===== src/rtl/mips_pipe_pkg.sv =====
// Shared pipeline constants and the occupancy view of the two-entry skid register.
package mips_pipe_pkg;

    localparam int unsigned DATA_W = 32;

    typedef enum logic [1:0] {
        OCC_EMPTY = 2'd0,
        OCC_ONE   = 2'd1,
        OCC_FULL  = 2'd2
    } occ_e;

    // Occupancy is derived purely from the two valid bits.
    function automatic occ_e occ_decode(input logic main_valid, input logic skid_valid);
        if (skid_valid) begin
            return OCC_FULL;
        end
        if (main_valid) begin
            return OCC_ONE;
        end
        return OCC_EMPTY;
    endfunction

endpackage


===== src/rtl/skid_entry.sv =====
// Payload register with load enable and asynchronous active-low clear.
module skid_entry #(
    parameter int unsigned WIDTH = 32
) (
    input  logic             clk,
    input  logic             rst_n,
    input  logic             load_i,
    input  logic [WIDTH-1:0] d_i,
    output logic [WIDTH-1:0] q_o
);

    logic [WIDTH-1:0] data_q;

    always_ff @(posedge clk or negedge rst_n) begin
        if (!rst_n) begin
            data_q <= '0;
        end else if (load_i) begin
            data_q <= d_i;
        end
    end

    assign q_o = data_q;

endmodule


===== src/rtl/pipe_skid_reg.sv =====
// Two-entry skid register: fully registered valid/ready handshake with 1-cycle latency.
// Optional synchronous flush port compiled in with PIPE_SKID_FLUSH_EN.
module pipe_skid_reg
    import mips_pipe_pkg::*;
#(
    parameter int unsigned WIDTH = DATA_W
) (
    input  logic             clk,
    input  logic             rst,
    input  logic             in_valid,
    output logic             in_ready,
    input  logic [WIDTH-1:0] in_data,
    output logic             out_valid,
    input  logic             out_ready,
`ifdef PIPE_SKID_FLUSH_EN
    input  logic             flush,
`endif
    output logic [WIDTH-1:0] out_data
);

    logic             main_valid_q, main_valid_d;
    logic             skid_valid_q, skid_valid_d;
    logic             main_load, skid_load;
    logic [WIDTH-1:0] main_data_d;
    logic [WIDTH-1:0] main_data, skid_data;
    logic             in_xfer, out_xfer;
    logic             flush_c;

`ifdef PIPE_SKID_FLUSH_EN
    assign flush_c = flush;
`else
    assign flush_c = 1'b0;
`endif

    assign in_ready  = !skid_valid_q;
    assign out_valid = main_valid_q;
    assign out_data  = main_data;

    assign in_xfer  = in_valid && !skid_valid_q;
    assign out_xfer = main_valid_q && out_ready;

    // When draining from FULL the skid word refills main; otherwise main takes the input.
    assign main_data_d = skid_valid_q ? skid_data : in_data;

    always_ff @(posedge clk or negedge rst) begin
        if (!rst) begin
            main_valid_q <= 1'b0;
            skid_valid_q <= 1'b0;
        end else begin
            main_valid_q <= main_valid_d;
            skid_valid_q <= skid_valid_d;
        end
    end

    always_comb begin
        main_valid_d = main_valid_q;
        skid_valid_d = skid_valid_q;
        main_load    = 1'b0;
        skid_load    = 1'b0;

        case (occ_decode(main_valid_q, skid_valid_q))
            OCC_EMPTY: begin
                if (in_xfer) begin
                    main_load    = 1'b1;
                    main_valid_d = 1'b1;
                end
            end
            OCC_ONE: begin
                if (in_xfer && out_xfer) begin
                    main_load = 1'b1;
                end else if (in_xfer) begin
                    skid_load    = 1'b1;
                    skid_valid_d = 1'b1;
                end else if (out_xfer) begin
                    main_valid_d = 1'b0;
                end
            end
            OCC_FULL: begin
                if (out_xfer) begin
                    main_load    = 1'b1;
                    skid_valid_d = 1'b0;
                end
            end
            default: begin
                main_valid_d = 1'b0;
                skid_valid_d = 1'b0;
            end
        endcase

        // Flush drops every held word and swallows this cycle's input.
        if (flush_c) begin
            main_valid_d = 1'b0;
            skid_valid_d = 1'b0;
            main_load    = 1'b0;
            skid_load    = 1'b0;
        end
    end

    skid_entry #(.WIDTH(WIDTH)) u_main (
        .clk    (clk),
        .rst_n  (rst),
        .load_i (main_load),
        .d_i    (main_data_d),
        .q_o    (main_data)
    );

    skid_entry #(.WIDTH(WIDTH)) u_skid (
        .clk    (clk),
        .rst_n  (rst),
        .load_i (skid_load),
        .d_i    (in_data),
        .q_o    (skid_data)
    );

endmodule


===== config.mk =====
export PLATFORM = sky130hd
export DESIGN_NAME = pipe_skid_reg
export DESIGN_NICKNAME = d
export VERILOG_FILES = /design/src/rtl/mips_pipe_pkg.sv /design/src/rtl/skid_entry.sv /design/src/rtl/pipe_skid_reg.sv
export SDC_FILE = /design/constraint.sdc
export NUM_CORES = 1
export LEC_CHECK = 0
export BUFFER_PORTS_ARGS = -buffer_cell sky130_fd_sc_hd__buf_2
export CAP_MARGIN = 20
export CORE_MARGIN = 2
export CORE_UTILIZATION = 39
export CTS_CLUSTER_SIZE = 14
export DETAILED_ROUTE_END_ITERATION = 6
export SKIP_CTS_REPAIR_TIMING = 1
export SYNTH_ARGS = -nofsm -noshare
export SYNTH_HDL_FRONTEND = slang
export SYNTH_SLANG_ARGS = --single-unit

===== constraint.sdc =====
create_clock -name clk -period 2 [get_ports clk]
set_input_delay 0 -clock clk [delete_from_list [all_inputs] [get_ports clk]]
set_output_delay 0 -clock clk [all_outputs]
set_load 0.005 [all_outputs]

# --- Word level (Yosys, flattened, before mapping) ---
# Cells that the tools add are included.
totals:
  register_bits: 66
  output_inout_bits: 34
  word_cells: 42
classes:
  n_eq_ne: 8
  n_mux: 21
  bitwise_logic: 2
  n_reduce_logical: 7
ops:
  columns: ["operator", "n"]
  rows:
  - ["32-bit 2-to-1 mux", 1]
  - ["1-bit 2-to-1 mux", 13]
  - ["2-bit inequality test (second input constant)", 6]
  - ["1-bit one-hot mux with 3 select lines", 3]
  - ["2-bit 2-to-1 mux", 4]
  - ["5-bit AND reduction", 1]
  - ["4-bit AND reduction", 1]
  - ["1-bit logical AND", 3]
  - ["2-bit by 1-bit equality test with 1-bit output (second input constant)", 1]
  - ["2-bit equality test (second input constant)", 1]
  - ["2-bit zero test", 1]
  - ["1-bit inverter", 2]
  - ["1-bit zero test", 1]

# --- Logic depth before layout (Yosys ltp) ---
depth:
  word_depth: 7
  depth_mapped: 5
  depth_no_buf: 3

# --- Modules after synthesis ---
# From an unflattened synthesis, not the netlist that was laid out.
hier_totals:
  hier_cells: 183
  hier_area_um2: 3254.4
by_module_without_submodules:
  columns: ["module", "n_inst", "cells_each", "area_per_inst_um2", "seq_area_each_um2"]
  rows:
  - ["skid_entry", 2, 68, 1345.0, 800.8]
  - ["pipe_skid_reg", 1, 47, 564.3, 50.0]

# --- Worst setup path before layout ---
# OpenSTA, ideal clock, no wires.
synth_timing:
  path_kind: "reg-to-reg"
  start: "register skid_valid_q"
  end: "register u_skid.data_q[10] (netlist: u_skid.q_o[10])"
  t_arrival_ps: 1360
  t_required_ps: 1875
  slack_ps: 515
  path_stages_with_launch: 6
  path_buffers: 3
  cell_sequence: "dfrtp_1 buf_6 nor4bb_4 buf_6 buf_12 mux2_4"
synth_via:
  elab_chain_cells: 5
  word_cells_on_any_way: 9
  classes_between: "1 x eq/ne; 5 x mux; 3 x reduce/logical"
synth_rtl:
  columns: ["item", "line", "source"]
  rows:
  - ["start: declaration", "pipe_skid_reg.sv:22", "logic skid_valid_q, skid_valid_d;"]
  - ["start signal: assignment", "pipe_skid_reg.sv:51", "skid_valid_q <= skid_valid_d;"]
  - ["1-bit zero test", "pipe_skid_reg.sv:39", "assign in_xfer = in_valid && !skid_valid_q;"]
  - ["1-bit logical AND", "pipe_skid_reg.sv:39", null]
  - ["1-bit 2-to-1 mux / 1-bit logical AND (equally long branches)", "pipe_skid_reg.sv:71, pipe_skid_reg.sv:69", null]
  - ["1-bit 2-to-1 mux", "pipe_skid_reg.sv:69", "if (in_xfer && out_xfer) begin"]
  - ["1-bit 2-to-1 mux *", "pipe_skid_reg.sv:61", "case (occ_decode(main_valid_q, skid_valid_q))"]
  - ["end signal: assignment", "skid_entry.sv:18", "data_q <= d_i;"]
  - ["end: declaration", "skid_entry.sv:12", "logic [WIDTH-1:0] data_q;"]
# Every way passes the cells marked *; elsewhere a longest branch is shown, timed or not.
# A chain may end at the register's enable or synchronous reset.

# --- Worst setup path in the final report ---
layout_timing:
  start: "register main_valid_q (netlist: out_valid)"
  end: "register u_main.data_q[9] (netlist: u_main.q_o[9])"
layout_via:
  elab_chain_cells: 6
  word_cells_on_any_way: 13
  classes_between: "2 x eq/ne; 8 x mux; 3 x reduce/logical"
layout_rtl:
  columns: ["item", "line", "source"]
  rows:
  - ["start: declaration", "pipe_skid_reg.sv:21", "logic main_valid_q, main_valid_d;"]
  - ["start signal: assignment", "pipe_skid_reg.sv:50", "main_valid_q <= main_valid_d;"]
  - ["1-bit 2-to-1 mux (2 in series)", "mips_pipe_pkg.sv:17", "if (main_valid) begin"]
  - ["2-bit 2-to-1 mux", "mips_pipe_pkg.sv:20", "return OCC_EMPTY;"]
  - ["2-bit 2-to-1 mux", "mips_pipe_pkg.sv:17", null]
  - ["2-bit equality test (tied with other cells)", "pipe_skid_reg.sv:61", null]
  - ["1-bit one-hot mux with 3 select lines *", "pipe_skid_reg.sv:61", null]
  - ["end signal: assignment", "skid_entry.sv:18", null]
  - ["end: declaration", "skid_entry.sv:12", null]
# Every way passes the cells marked *; elsewhere a longest branch is shown, timed or not. The select of a mux whose other input is x is not followed.

==> run_results.csv <==
group,metric,value,unit
detailed_routing,drt_iter0_drc,73,
placement,post-dp-hpwl,3920,um
sta,slew_headroom,52.4,%
critical_path,path_class,"flip-flop to flip-flop",
critical_path,crit_required,2.22,ns
sta,fmax,614,MHz
sta,slew_violations,0,
global_route,antenna_found_initial,0,
yosys,syn-cell-area,3170,um2
clock_tree,insertion_delay,0.34,ns
sta,worstMarginPinSlew,0.714,ns
yosys,seq_area_frac_synth,52.2,%
sta,finalCritPeriodShare,81.5,%
cells_and_area,fin_area,4130,um2
floorplanning,pin_count,70,
clock_tree,cts_tree,"yes",
sta,finalHoldViolCount,0,
sta,fin_skew,0.00813,ns
detailed_routing,drtPass1Iterations,4,
floorplanning,die_h,94.1,um
global_route,overflow,0,
status,outcome,"finished, final reports clean",
placement,portBuffers,69,
floorplanning,start_util,40.6,%
yosys,synth_cell_types,14,
clock_tree,clk_pin_slew,0.07,ns
yosys,synth_top_area_cell,"dfrtp_1",
floorplanning,coreArea,7810,um2
detailed_routing,drc,0,
yosys,syn-num-nets,218,
critical_path,cp.buffers_inverters,1,
yosys,avgSynthCellArea,17.4,um2
clock_tree,ctsLongestPathBuffers,2,
clock_tree,root_buffer,"clkbuf_8",
global_route,grt_start_max_net_pins,37,
clock_tree,cts.sinks,66,
yosys,syn-instance-count,182,
floorplanning,die_width,94.1,um
global_route,grt_usage,14.4,%
sta,fin_crit,1.63,ns
global_route,grt_pass1_wl,9480,um
clock_tree,h-tree-depth,3,
global_route,grt_pass1_vias,1835,
critical_path,r2r_slack,0.37,ns
cells_and_area,drive_gt1_share,63.3,%
hold_path,min_path_type,"input port to flip-flop",
yosys,yosys_warnings,0,
cells_and_area,final_cells,399,
sta,rsz0062_at_grt,"no",
detailed_routing,ant_nets,0,
critical_path,startpoint_type,"flip-flop",
placement,placed_cells,348,
detailed_routing,routed_wirelength,5950,um
critical_path,cp.arrival,1.85,ns
sta,fin_tns_setup,0,ns
cells_and_area,final_net_count,328,
critical_path,crit_family,"flip-flops",
detailed_routing,via_count,1858,
sta,holdWs,0.0470,ns
floorplanning,dieArea,8860,um2
flow_run,cap_violations,0,
power,p_per_area,1540,nW/um2
floorplanning,num_rows,32,
power,p_leak,0.00196,uW
critical_path,cp-end-kind,"flip-flop",
cells_and_area,diodes,0,
yosys,yosysTopAreaCellShare,52.2,%
clock_tree,cts_buffers,9,
placement,gp_congestion,0.703,
critical_path,slowest_stage,"dfrtp_1",
sta,setup_viol,0,
yosys,netlist_top_cells_area,"dfrtp_1 52%, mux2_4 28%, mux2_2 13%",
cells_and_area,area_growth,30.3,%
detailed_routing,wire_per_inst,14.9,um
yosys,ys_ff_latch,66,
placement,place_area,3590,um2
power,peakVddDrop,0.000716,V
critical_path,cp_cell_sequence,"and2_1, o22a_4, buf_12, mux2_2",
critical_path,cp_slowest_stage_delay,0.43,ns
critical_path,cp_max_fo,24,
detailed_routing,via_per_inst,4.66,
sequential cells by signal, summed over array words and instances (netlist names):
signal	cells
out_valid	1
skid_valid_q	1
u_main.q_o	32
u_skid.q_o	32
synthesized netlist by cell type (all sizes together):
cell    number
mux2        96
dfrtp       66
buf         11
nor2         2
a21oi        1
a22o         1
and2         1
inv          1
nand2        1
nor4bb       1
o22a         1
cell type report:
| class | count | area (um2) |
|---|---|---|
| Clock buffer | 14 | 173 |
| Clock inverter | 2 | 10.0 |
| Fill cell | 704 | 3680 |
| Inverter | 1 | 3.75 |
| Multi-Input combinational cell | 104 | 1380 |
| Sequential cell | 66 | 1650 |
| Tap cell | 102 | 128 |
| Timing Repair Buffer | 110 | 778 |
power by group:
| part | switching (uW) | leakage (uW) | internal (uW) | total (uW) |
|---|---|---|---|---|
| registers | 384 | 0.000785 | 2040 | 2420 |
| logic | 936 | 0.00108 | 1960 | 2900 |
| clock network | 487 | 0.0000965 | 549 | 1040 |
| total | 1810 | 0.00196 | 4550 | 6350 |
worst register-to-register path: cells and delay by family, from the launching register on:
family / cells / cell delay (ns)
muxes: 1 / 0.38
buffers and inverters: 1 / 0.25
and+or+nand+nor: 1 / 0.19
DFF: 1 / 0.43
AOI/OAI and AO/OA: 1 / 0.27
path summary, 6_finish.rpt:
| check | startpoint | to | depth (start not counted) |
|---|---|---|---|
| max reg2reg | out_valid | u_main.q_o[9] | 4 |
| max | out_valid | u_main.q_o[9] | 4 |
| max in group asynchronous | rst | u_skid.q_o[30] | 3 |
| min reg2reg | u_skid.q_o[20] | u_skid.q_o[20] | 1 |
| min | out_ready | skid_valid_q | 3 |
| min in group asynchronous | rst | u_skid.q_o[2] | 2 |
metrics by stage:
stage          setup WS (ns)  util [%]  power, uW
3_3_place_gp           0.434      46.0       5240
3_5_place_dp           0.390      46.0       5300
4_1_cts                0.375      48.3       6380
2_1_floorplan          0.515         -       4610
6_report               0.371      52.8       6350
5_1_grt                0.319      52.8       6770
cell usage in the layout, fill, tap and decap left out, drive strengths merged:
cell type    netlist  final
mux2              96     96
buf               11     75
dfrtp             66     66
dlygate4sd3        0     35
clkbuf             0     14
nor2               2      2
clkinv             0      2
inv                1      1
and2               1      1
o22a               1      1
nor4bb             1      1
nand2              1      1
a22o               1      1
a21oi              1      1
logic make-up after synthesis:
kind of cell	synth area share [%]
multiplexers	41.2
flip-flops	52.2
AO/OA/AOI/OAI	0.988
AND/OR/NAND/NOR	1.34
buffers and inverters	4.27
layer usage:
metal  wire [um]  global-route usage, %
met1        2910                   20.0
met5           0                      0
met2        2670                   19.7
met3         303                   4.90
met4          67                   7.25
(Power assumes the default switching activity.)
